File: config.mk
export PLATFORM = sky130hd
export DESIGN_NAME = doc_audio_mixer
export DESIGN_NICKNAME = d
export VERILOG_FILES = /design/src/rtl/doc_audio_mixer.sv
export SDC_FILE = /design/constraint.sdc
export NUM_CORES = 1
export LEC_CHECK = 0
export BUFFER_PORTS_ARGS = -buffer_cell sky130_fd_sc_hd__buf_2
export CAP_MARGIN = 40
export CORE_UTILIZATION = 30
export CTS_CLUSTER_SIZE = 16
export DETAILED_ROUTE_END_ITERATION = 12
export GPL_TIMING_DRIVEN = 1
export HOLD_SLACK_MARGIN = 0.1
export PLACE_DENSITY_LB_ADDON = 0.15
export SLEW_MARGIN = 40
export SYNTH_ARGS = -nofsm -noshare
export SYNTH_HDL_FRONTEND = slang
export SYNTH_SLANG_ARGS = --single-unit
File: constraint.sdc
create_clock -name clk -period 4.82 [get_ports clk]
set_clock_uncertainty 0.05 [all_clocks]
set_input_delay 0.482 -clock clk [delete_from_list [all_inputs] [get_ports clk]]
set_output_delay 0.482 -clock clk [all_outputs]
set_load 0.005 [all_outputs]
File: src/rtl/doc_audio_mixer.sv
// rtl/doc_audio_mixer.sv - DOC stereo mixer: per-frame L/R accumulation, shift, saturate, handshake out
//
// Purpose: sums the signed, volume-scaled oscillator samples of one oscillator scan
// into left/right accumulators. At frame_end it presents a shifted, saturated 16-bit
// stereo pair through a valid/ready handshake.
//
// Ports:
//   clk          system clock
//   reset        synchronous, active-high reset
//   smp_valid    one-cycle strobe, smp_data/smp_ca valid
//   smp_data     signed 16-bit oscillator sample
//   smp_ca       channel-assignment nibble (bit 0 selects L/R)
//   frame_end    one-cycle strobe, oscillator scan complete
//   out_valid    stereo pair available
//   out_ready    consumer accepts pair when out_valid && out_ready
//   out_left     signed left sample
//   out_right    signed right sample
//   overrun      sticky, a frame replaced an unconsumed pair
//   clr_overrun  clears overrun (a simultaneous set wins)
module doc_audio_mixer #(
  parameter int ACC_W = 22,
  parameter int SHIFT = 3,
  parameter bit MONO  = 1'b0
) (
  input  logic        clk,
  input  logic        reset,
  input  logic        smp_valid,
  input  logic [15:0] smp_data,
  input  logic [3:0]  smp_ca,
  input  logic        frame_end,
  output logic        out_valid,
  input  logic        out_ready,
  output logic [15:0] out_left,
  output logic [15:0] out_right,
  output logic        overrun,
  input  logic        clr_overrun
);

  localparam logic signed [ACC_W-1:0] SAT_MAX = {{(ACC_W-15){1'b0}}, 15'h7FFF};
  localparam logic signed [ACC_W-1:0] SAT_MIN = {{(ACC_W-15){1'b1}}, 15'h0000};

  logic signed [ACC_W-1:0] acc_l;
  logic signed [ACC_W-1:0] acc_r;
  logic signed [ACC_W-1:0] smp_ext;
  logic signed [ACC_W-1:0] sum_l;
  logic signed [ACC_W-1:0] sum_r;
  logic signed [ACC_W-1:0] shr_l;
  logic signed [ACC_W-1:0] shr_r;
  logic                    add_l;
  logic                    add_r;
  logic                    accept;
  logic                    set_overrun;
  logic [5:0]              smp_cnt;
  logic                    unused_dbg;

  function automatic logic [15:0] saturate(input logic signed [ACC_W-1:0] v);
    if (v > SAT_MAX) begin
      saturate = 16'h7FFF;
    end else if (v < SAT_MIN) begin
      saturate = 16'h8000;
    end else begin
      saturate = v[15:0];
    end
  endfunction

  assign smp_ext = {{(ACC_W-16){smp_data[15]}}, smp_data};
  assign add_l   = smp_valid && (MONO || !smp_ca[0]);
  assign add_r   = smp_valid && (MONO ||  smp_ca[0]);

  // Running sums including this cycle's sample; these are also the closed sums,
  // so a sample coincident with frame_end lands in the closing frame.
  assign sum_l = acc_l + (add_l ? smp_ext : '0);
  assign sum_r = acc_r + (add_r ? smp_ext : '0);
  assign shr_l = sum_l >>> SHIFT;
  assign shr_r = sum_r >>> SHIFT;

  assign accept      = out_valid && out_ready;
  assign set_overrun = frame_end && out_valid && !out_ready;

  // Sample count and ignored channel bits are kept for debug visibility only.
  assign unused_dbg = ^{smp_ca[3:1], smp_cnt};

  always_ff @(posedge clk) begin
    if (reset) begin
      acc_l     <= '0;
      acc_r     <= '0;
      smp_cnt   <= '0;
      out_valid <= 1'b0;
      out_left  <= '0;
      out_right <= '0;
      overrun   <= 1'b0;
    end else begin
      overrun <= set_overrun || (overrun && !clr_overrun);
      if (frame_end) begin
        acc_l     <= '0;
        acc_r     <= '0;
        smp_cnt   <= '0;
        out_left  <= saturate(shr_l);
        out_right <= saturate(shr_r);
        out_valid <= 1'b1;
      end else begin
        acc_l   <= sum_l;
        acc_r   <= sum_r;
        smp_cnt <= smp_cnt + {5'b0, smp_valid};
        if (accept) begin
          out_valid <= 1'b0;
        end
      end
    end
  end

endmodule

==> metrics.txt, run 1 <==
CP Launch Type input pin; peak supply drop roughly 180 uV; Seq/Total Area, Yosys around a third; RSZ-0062 raised after global routing no; Syn. warnings 0; max-slew violation count 0; status completed; total power approximately 1800 uW; H-tree Lvls 3; r2r worst-path depth 13; Worst EP arrival between 3 and 4 ns; antenna violations before repair 0; area grow syn2layout 17.4%; Reg clk slew, reported paths ~0.070 ns; Std-Cell Rows 46; CTS sink cnt 78; die width 131 um; CTS Buf Count 9; Mapped Nets roughly 650; pwr dens around 300 mW/mm2; Initial DRC Count approximately 260; Max Root-Sink Buffers 2; Die Area 0.0171 mm2; Req. time, crit path about 5 ns; # diodes 0; Lkg Pwr approximately 0.0026 uW; Syn Area/Cell ~8.6 um2; first-pass GRT wire length 20,700 um; routed vias about 4,200; top-area cell type share of the netlist area around a third; top-count cell post-synth nor2_1; # IOs 60; MaxCap Viol Count 0; fraction of registers with async set/reset 0%; Synth Instances 576; Detailed Place HPWL about 9700 um; hold path depth 4; most instantiated cells after synthesis nor2_1 (88), dfxtp_1 (78), ha_1 (42), a21oi_1 (33), nand2b_1 (33); # nets final ~700; Clock Latency Late Sink roughly 0.35 ns; leading area contributor after synthesis dfxtp_1; Netlist cell types about 60; Initial Util a little under a third; PortBufs 56; Post-synth EDFFs 0; Final Critical Period roughly 3.8 ns; post-route ant nets 0; # Post-CTS Setup Buffers 0; CP Capture Type register; count of final setup violators 0; Primary FF master, synth dfxtp_1; clk root buf clkbuf_16; setup TNS 0 ns; hold_buf cts 0; worst-path fanout max 17; Avg Vias per Cell around 5.0; period utilization between 70% and 80%; Die H around 130 um; Worst-Margin Slew 0.581 ns; largest net degree at the start of global routing slightly above 40; gr usage total 15.9%; Max Clk Rate approximately 260 MHz; PostCTS Resize Cnt 0; WL final between 10,000 and 15,000 um; layout cell share with drive strength beyond 1 18.6%; core footprint 0.0160 mm2; Min-Delay Path Class input pin to register; endpoints failing hold 0; Worst slew margin between 60% and 70%; drt first pass iters 5; # DRC 0; CTS tree built; #FFs+latches synth 78; vias in the first global route 4,039; WS Path Type input pin to register; gpl congestion roughly 0.81; WL/cell 15.1 um; Congestion Overflow GR 0; ranking of synthesized cells by area dfxtp_1 (31%), ha_1 (11%), nor2_1 (6.7%); Syn Std Cell Area roughly 0.0050 mm2
## per-layer routing
layer / track usage [%] / vias to the layer above / part of all wire (%)
li1: - / 2170 / -
met1: 22.9 / 1952 / 52
met2: 23.6 / 88 / 43
met3: 2.93 / 10 / 3.4
met4: 5.54 / 0 / 1.3
met5: 0 / - / 0
## through the flow
stage | util (%) | worst slack (ns) | area (um2) | instances | hold slack, ns
after floorplan | - | 1.30 | 4970 | 576 | 0.422
after global placement | 34.2 | 0.667 | 5470 | 835 | 0.430
after detailed placement | 34.4 | 0.664 | 5500 | 836 | 0.429
after CTS | 36.4 | 1.02 | 5830 | 852 | 0.357
after global routing | 36.4 | 0.687 | 5830 | 852 | 0.386
final | 36.4 | 1.02 | 5830 | 852 | 0.376
## final timing paths
kind / startpoint / end / slack, ns
worst min-delay path: out_ready / out_valid$_SDFFE_PP0P_ / 0.38
worst max-delay path: smp_ca[0] / out_right[0]$_SDFFE_PP0P_ / 1.02
worst max register to register: acc_r[0]$_SDFF_PP0_ / out_right[0]$_SDFFE_PP0P_ / 1.24
worst min register to register: out_right[15]$_SDFFE_PP0P_ / out_right[15]$_SDFFE_PP0P_ / 0.43
## state kept, by name (all words and copies together), names as in the netlist
signal / count
out_right: 16
out_valid: 1
acc_l: 22
out_left: 16
acc_r: 22
overrun: 1
## cells in the final DEF, fill, tap and decap left out, types with 6 or more instances in the layout
master | Yosys | routed
nor2b_1 | 8 | 8
a21oi_1 | 33 | 33
buf_2 | 1 | 56
and2_1 | 22 | 22
clkbuf_16 | 0 | 9
and3_1 | 18 | 18
a211oi_2 | 17 | 17
nand2_1 | 21 | 21
nor2_1 | 88 | 88
nand2b_1 | 33 | 33
a21o_1 | 21 | 21
buf_4 | 2 | 7
inv_1 | 17 | 17
o21ai_0 | 15 | 15
dfxtp_1 | 78 | 78
nand3_1 | 6 | 6
xor2_1 | 16 | 16
nor3_1 | 7 | 7
xnor2_1 | 19 | 19
a211oi_1 | 22 | 22
ha_1 | 42 | 42
## where the power goes
part / switching (uW) / internal, uW
sequential: 17.7 / 682
combinational: 166 / 117
clock: 311 / 462
total: 496 / 1260
## layout make-up
cell class | instances | area, um2
clock buffers | 9 | 225
clock inverters | 7 | 105
fillers | 1704 | 10200
inverters | 17 | 63.8
multi-input cells | 461 | 3240
flip-flops and latches | 78 | 1560
well taps | 216 | 270
repair buffers | 64 | 360
## worst max-delay path: stages
cell and delay, ns:
buf_2 0.22, and3_1 0.19, ha_1 0.19, inv_1 0.06
fa_1 0.37, nor2b_1 0.23, o2111ai_1 0.17, a21oi_1 0.31
o211ai_1 0.21, and2_1 0.22, a311oi_1 0.55, nand3_1 0.21
a21boi_2 0.17, buf_4 0.25, a211oi_1 0.11
## logic make-up (layout without fill, tap and decap cells)
| kind of cell | Yosys count | after routing | share of synthesized area (%) |
|---|---|---|---|
| compound gates | 152 | 152 | 23.9 |
| xor+xnor | 35 | 35 | 6.17 |
| fa+ha+maj | 44 | 44 | 11.4 |
| buf+inv | 37 | 97 | 3.28 |
| flops | 78 | 78 | 31.4 |
| mux | 1 | 1 | 0.227 |
| simple gates | 229 | 229 | 23.6 |
Power figures use the tool's default switching activity.
==> inputs of run 2 (changes only) <==
clock period = 3.8 ns   (was 4.82 ns; I/O delays follow)
==> run 2 against run 1 <==
  * Die area unchanged
  * Critical path depth is the same
  * Hold slack worse by 0.12 ns
  * Final area rose by 1.9%
  * Clock power is 21% higher
  * Via count rose by 1.7%
  * Count of clock-buffer cells in the layout unchanged
  * Non-clock buffer count is 17 higher
  * Sequential share of layout area is 0.51 points lower
  * Power grew 25%
  * Core utilization grew 0.70 points
  * Critical path type unchanged
  * Critical endpoint is now out_left[7]$_SDFFE_PP0P_
  * Largest power group unchanged
==> metrics.txt, run 2 (synthesized netlist as in run 1, its figures left out) <==
largest net degree at the start of global routing 41 (unchanged); gpl congestion 0.822 (was 0.808); most common cell after layout, fill and taps aside nor2_1 (unchanged); setup TNS 0 ns (unchanged); WS Path Type input pin to register (unchanged); worst path cell trace buf_2 -> nor2b_1 -> buf_4 -> nand2_1 -> inv_1 -> ha_1 -> a21o_1 -> a21o_1 -> a21oi_1 -> mux2_2 -> a311o_1 -> o41ai_4 -> buf_4 -> nand3_2 -> a211oi_2 (was buf_2 -> and3_1 -> ha_1 -> inv_1 -> fa_1 -> nor2b_1 -> o2111ai_1 -> a21oi_1 -> o211ai_1 -> and2_1 -> a311oi_1 -> nand3_1 -> a21boi_2 -> buf_4 -> a211oi_1); MaxCap Viol Count 0 (unchanged); post-route ant nets 0 (unchanged); PostCTS Resize Cnt 0 (unchanged); # Post-CTS Setup Buffers 0 (unchanged); hold_ws 0.256 ns (was 0.376 ns); PortBufs 56 (unchanged); period utilization 87.3%; die width 131 um (unchanged); Req. time, crit path 4.02 ns (was 4.98 ns); Congestion Overflow GR 0 (unchanged); Min-Delay Path Class input pin to register (unchanged); Slowest cell on crit path mux2_2 (was a311oi_1); Worst slew margin 65.8% (was 61.0%); Worst EP arrival 3.54 ns (was 3.96 ns); RSZ-0062 raised after global routing no (unchanged); pwr dens 370 mW/mm2 (was 301 mW/mm2); Avg Vias per Cell 4.94 (was 4.95); # diodes 0 (unchanged); Die Area 0.0171 mm2 (unchanged); Clock Latency Late Sink 0.35 ns (about the same); routed vias 4,292 (was 4,220); peak supply drop 226 uV (was 184 uV); Initial Util 31.0% (unchanged); most frequent cells in the layout nor2_1 (88), dfxtp_1 (78), buf_2 (56) (unchanged); WL final 13,100 um (was 12,800 um); layout cell share with drive strength beyond 1 20.7% (was 18.6%); CTS tree built (unchanged); Max Root-Sink Buffers 2 (unchanged); Reg clk slew, reported paths 0.07 ns (about the same); # IOs 60 (unchanged); CTS sink cnt 78 (unchanged); Top Registers acc_l x22, acc_r x22 (unchanged); CP Buf/Inv Count 4 (was 3); first-pass GRT wire length 21,500 um (was 20,700 um); worst-path fanout max 14 (was 17); gr usage total 16.5% (was 15.9%); Die H 131 um (unchanged); CP Capture Type register (unchanged); # nets final 718 (was 701); Lkg Pwr 0.00271 uW (was 0.00263 uW); Detailed Place HPWL 10,100 um (was 9710 um); hold_buf cts 0 (unchanged); CP Launch Type input pin (unchanged); CP peak stage delay 0.38 ns (was 0.55 ns); vias in the first global route 4,208 (was 4,039); drt first pass iters 4 (was 5); Initial DRC Count 196 (was 261); max-slew violation count 0 (unchanged); Worst-Margin Slew 0.513 ns (was 0.581 ns); Std-Cell Rows 46 (unchanged); Max Clk Rate 302 MHz; count of final setup violators 0 (unchanged); H-tree Lvls 3 (unchanged); endpoints failing hold 0 (unchanged); core footprint 0.0160 mm2 (unchanged); CP top delay family compound AO/OA/AOI/OAI gates (unchanged); CTS Buf Count 9 (unchanged); clk root buf clkbuf_16 (unchanged); area grow syn2layout 19.7% (was 17.4%); WL/cell 15.1 um (about the same); Final Critical Period around 3.3 ns; status completed (unchanged); antenna violations before repair 0 (unchanged); # DRC 0 (unchanged)
-- run 2: cell count changes in the layout (fill, tap and decap cells not counted) --
cell,delta
buf_16,-1
clkinvlp_4,-1
bufinv_16,-1
inv_6,+3
clkinv_4,-1
buf_4,+16
buf_12,+2
-- run 2: routing by layer --
metal | vias to the layer above | part of all wire (%) | track usage, %
li1 | 2212 | - | -
met1 | 1992 | 51 | 23.2
met2 | 75 | 43 | 25.3
met3 | 13 | 4.1 | 3.26
met4 | 0 | 1.2 | 5.00
met5 | - | 0 | 0
-- run 2: final timing paths --
| kind | from | endpoint | slack [ns] | cells after the start |
|---|---|---|---|---|
| hold / removal | out_ready | out_valid$_SDFFE_PP0P_ | 0.26 | 4 |
| hold reg to reg | out_right[13]$_SDFFE_PP0P_ | out_right[13]$_SDFFE_PP0P_ | 0.44 | 2 |
| setup / recovery | smp_valid | out_left[7]$_SDFFE_PP0P_ | 0.48 | 15 |
| setup reg to reg | acc_r[0]$_SDFF_PP0_ | out_right[14]$_SDFFE_PP0P_ | 0.57 | 14 |
-- run 2: layout make-up --
cell class	instances	area, um2
Fill cell	1713	10100
Multi-Input combinational cell	461	3240
Sequential cell	78	1560
Timing Repair Buffer	81	493
Tap cell	216	270
Clock buffer	9	225
Clock inverter	7	85.1
Inverter	17	63.8
-- run 2: worst min-delay path, cell delays in order --
cell and delay (ns):
buf_2 0.07, nor2b_1 0.04, nor2_1 0.08, nor2_1 0.04
-- run 2: report_power, final --
group / total (uW) / switching, uW / leakage [uW] / internal (uW)
Combinational: 381 / 215 / 0.00192 / 166
Clock: 933 / 407 / 0.000154 / 526
Sequential: 887 / 22.1 / 0.000639 / 865
-- run 2: stage by stage --
step	total power [uW]	utilization (%)	setup WS [ns]	instances	instance area, um2
floorplan	1150	-	0.382	576	4970
global placement	1290	35.2	0.143	853	5630
detailed placement	1290	35.2	0.108	853	5630
CTS	2240	37.1	0.473	869	5940
global route	2320	37.1	0.213	869	5940
finish	2200	37.1	0.484	869	5940
==> inputs of run 3 (changes only) <==
CORE_ASPECT_RATIO = 1.75   (was default)
==> run 3 against run 2 <==
  * Sequential power hardly changed
  * Register-to-register slack worse by 0.07 ns
  * Cell count is 3.2% lower
  * Core utilization is 0.36 points lower
  * Count of clock-buffer cells in the layout stayed put
  * Final area is 0.80% lower
  * Highest routed layer unchanged
==> metrics.txt, run 3 (synthesized netlist as in run 1, its figures left out) <==
worst r2r src acc_l[0]$_SDFF_PP0_ (was acc_r[0]$_SDFF_PP0_); PostCTS Resize Cnt 0 (unchanged); PnR worst setup slack 0.336 ns (was 0.484 ns); endpoints failing hold 0 (unchanged); peak supply drop 214 uV (was 226 uV); Clock Latency Late Sink 0.34 ns (was 0.35 ns); count of final setup violators 0 (unchanged); Max Clk Rate 289 MHz (was 302 MHz); area grow syn2layout 18.7% (was 19.7%); routed wl met2 8130 um (was 5680 um); # DRC 0 (unchanged); clk root buf clkbuf_16 (unchanged); hold_ws 0.283 ns (was 0.256 ns); # nets final 717 (was 718); WL/cell 16.6 um (was 15.1 um); core footprint 0.0160 mm2 (about the same); layout cell share with drive strength beyond 1 20.6% (was 20.7%); Worst EP arrival 3.67 ns (was 3.54 ns); r2r worst-path depth 12 (was 14); worst-path fanout max 10 (was 14); die width 99.3 um (was 131 um); CTS sink cnt 78 (unchanged); Finished Core Util 36.8% (was 37.1%); worst hold start out_ready (unchanged); Top Registers acc_l x22, acc_r x22 (unchanged); most frequent cells in the layout nor2_1 (88), dfxtp_1 (78), buf_2 (56) (unchanged); Setup crit start smp_valid (unchanged); gpl congestion 0.816 (was 0.822); status completed (unchanged); largest net degree at the start of global routing 41 (unchanged); H-tree Lvls 3 (unchanged); RSZ-0062 raised after global routing no (unchanged); Min-Delay Path Class input pin to register (unchanged); # diodes 0 (unchanged); PortBufs 56 (unchanged); Avg Vias per Cell 5.12 (was 4.94); Max Root-Sink Buffers 2 (unchanged); Met1 Wirelength 5260 um (was 6740 um); WL final 14,000 um (was 13,100 um); period utilization 91.2% (was 87.3%); first-pass GRT wire length 22,500 um (was 21,500 um); # Post-CTS Setup Buffers 0 (unchanged); Reg clk slew, reported paths 0.07 ns (about the same); most common cell after layout, fill and taps aside nor2_1 (unchanged); Worst Hold Path EP out_valid$_SDFFE_PP0P_ (unchanged); hold path depth 4 (unchanged); antenna violations before repair 0 (unchanged); Die Area 0.0171 mm2 (about the same); Std-Cell Rows 61 (was 46); met3 wire length 193 um (was 533 um); Initial DRC Count 100 (was 196); WS Path Type input pin to register (unchanged); routed vias 4,309 (was 4,292); setup TNS 0 ns (unchanged); drt first pass iters 4 (unchanged); max-slew violation count 0 (unchanged); hold_buf cts 0 (unchanged); DR top layer met4 (unchanged); Worst slew margin 64.8% (was 65.8%); total power 2180 uW (was 2200 uW); vias in the first global route 4,428 (was 4,208); Initial Util 31.0% (about the same); Detailed Place HPWL 11,000 um (was 10,100 um); CTS Buf Count 9 (unchanged); Final Critical Period 3.46 ns (was 3.32 ns); CP Launch Type input pin (unchanged); Lkg Pwr 0.00270 uW (was 0.00271 uW); worst slack at placement -0.0315 ns (was 0.108 ns); worst reg-to-reg setup slack 0.50 ns (was 0.57 ns); Worst-Margin Slew 0.528 ns (was 0.513 ns); CTS tree built (unchanged); post-route ant nets 0 (unchanged); MaxCap Viol Count 0 (unchanged); Critical R2R Capture out_left[13]$_SDFFE_PP0P_ (was out_right[14]$_SDFFE_PP0P_); CP Capture Type register (unchanged); # IOs 60 (unchanged); Filler cells 1,664 (was 1,713); Die H 172 um (was 131 um); Req. time, crit path 4.01 ns (was 4.02 ns); Congestion Overflow GR 0 (unchanged); pwr dens 370 mW/mm2 (about the same); gr usage total 17.2% (was 16.5%)
==> run 3: cell count changes in the layout (fill, tap and decap cells not counted) <==
cell,previous run,this run
buf_4,23,22
clkinv_2,0,1
clkinv_4,0,2
inv_6,5,3
inv_8,1,0
==> run 3: cell type report <==
class	count	area [um2]	area share [%]
Multi-Input combinational cell	461	3240	55.0
Sequential cell	78	1560	26.5
Timing Repair Buffer	80	485	8.23
Tap cell	189	236	4.01
Clock buffer	9	225	3.82
Clock inverter	7	78.8	1.34
Inverter	17	63.8	1.08
==> run 3: worst max-delay path by stage <==
stage / to / slack (ns) / cells after the start
CTS: out_left[13]$_SDFFE_PP0P_ / 0.30 / 15
global route: out_left[10]$_SDFFE_PP0P_ / 0.11 / 15
global placement: out_left[4]$_SDFFE_PP0P_ / -0.01 / 15
finish: out_left[13]$_SDFFE_PP0P_ / 0.34 / 15
detailed placement: out_left[13]$_SDFFE_PP0P_ / -0.03 / 15
floorplan: out_left[7]$_SDFFE_PP0P_ / 0.38 / 14
==> run 3: worst max-delay path, stage by stage <==
cell      delay, ns
buf_2          0.11
nor2b_1        0.15
and2_1         0.16
ha_1           0.20
fa_1           0.40
a21o_1         0.19
a31oi_1        0.31
a221oi_2       0.14
a31oi_4        0.29
o221a_2        0.22
o21ai_1        0.15
o41ai_4        0.39
buf_4          0.25
nand2b_1       0.10
a211oi_2       0.22
==> run 3: metal layers <==
layer | up-vias | track usage, %
li1 | 2208 | -
met1 | 2037 | 16.7
met2 | 43 | 35.4
met3 | 21 | 1.94
met4 | 0 | 7.35
met5 | - | 0
==> run 3: where the power goes <==
| part | leakage [uW] | internal, uW | switching, uW | total (uW) |
|---|---|---|---|---|
| logic | 0.00191 | 167 | 220 | 387 |
| clock network | 0.000151 | 518 | 392 | 910 |
| registers | 0.000639 | 864 | 21.3 | 886 |
| total | 0.00270 | 1550 | 633 | 2180 |
==> run 3: per-stage QoR <==
stage / instance area, um2 / std cells
after floorplan: 4970 / 576
after global placement: 5590 / 825
after detailed placement: 5590 / 825
after CTS: 5900 / 841
after global routing: 5900 / 841
final: 5900 / 841
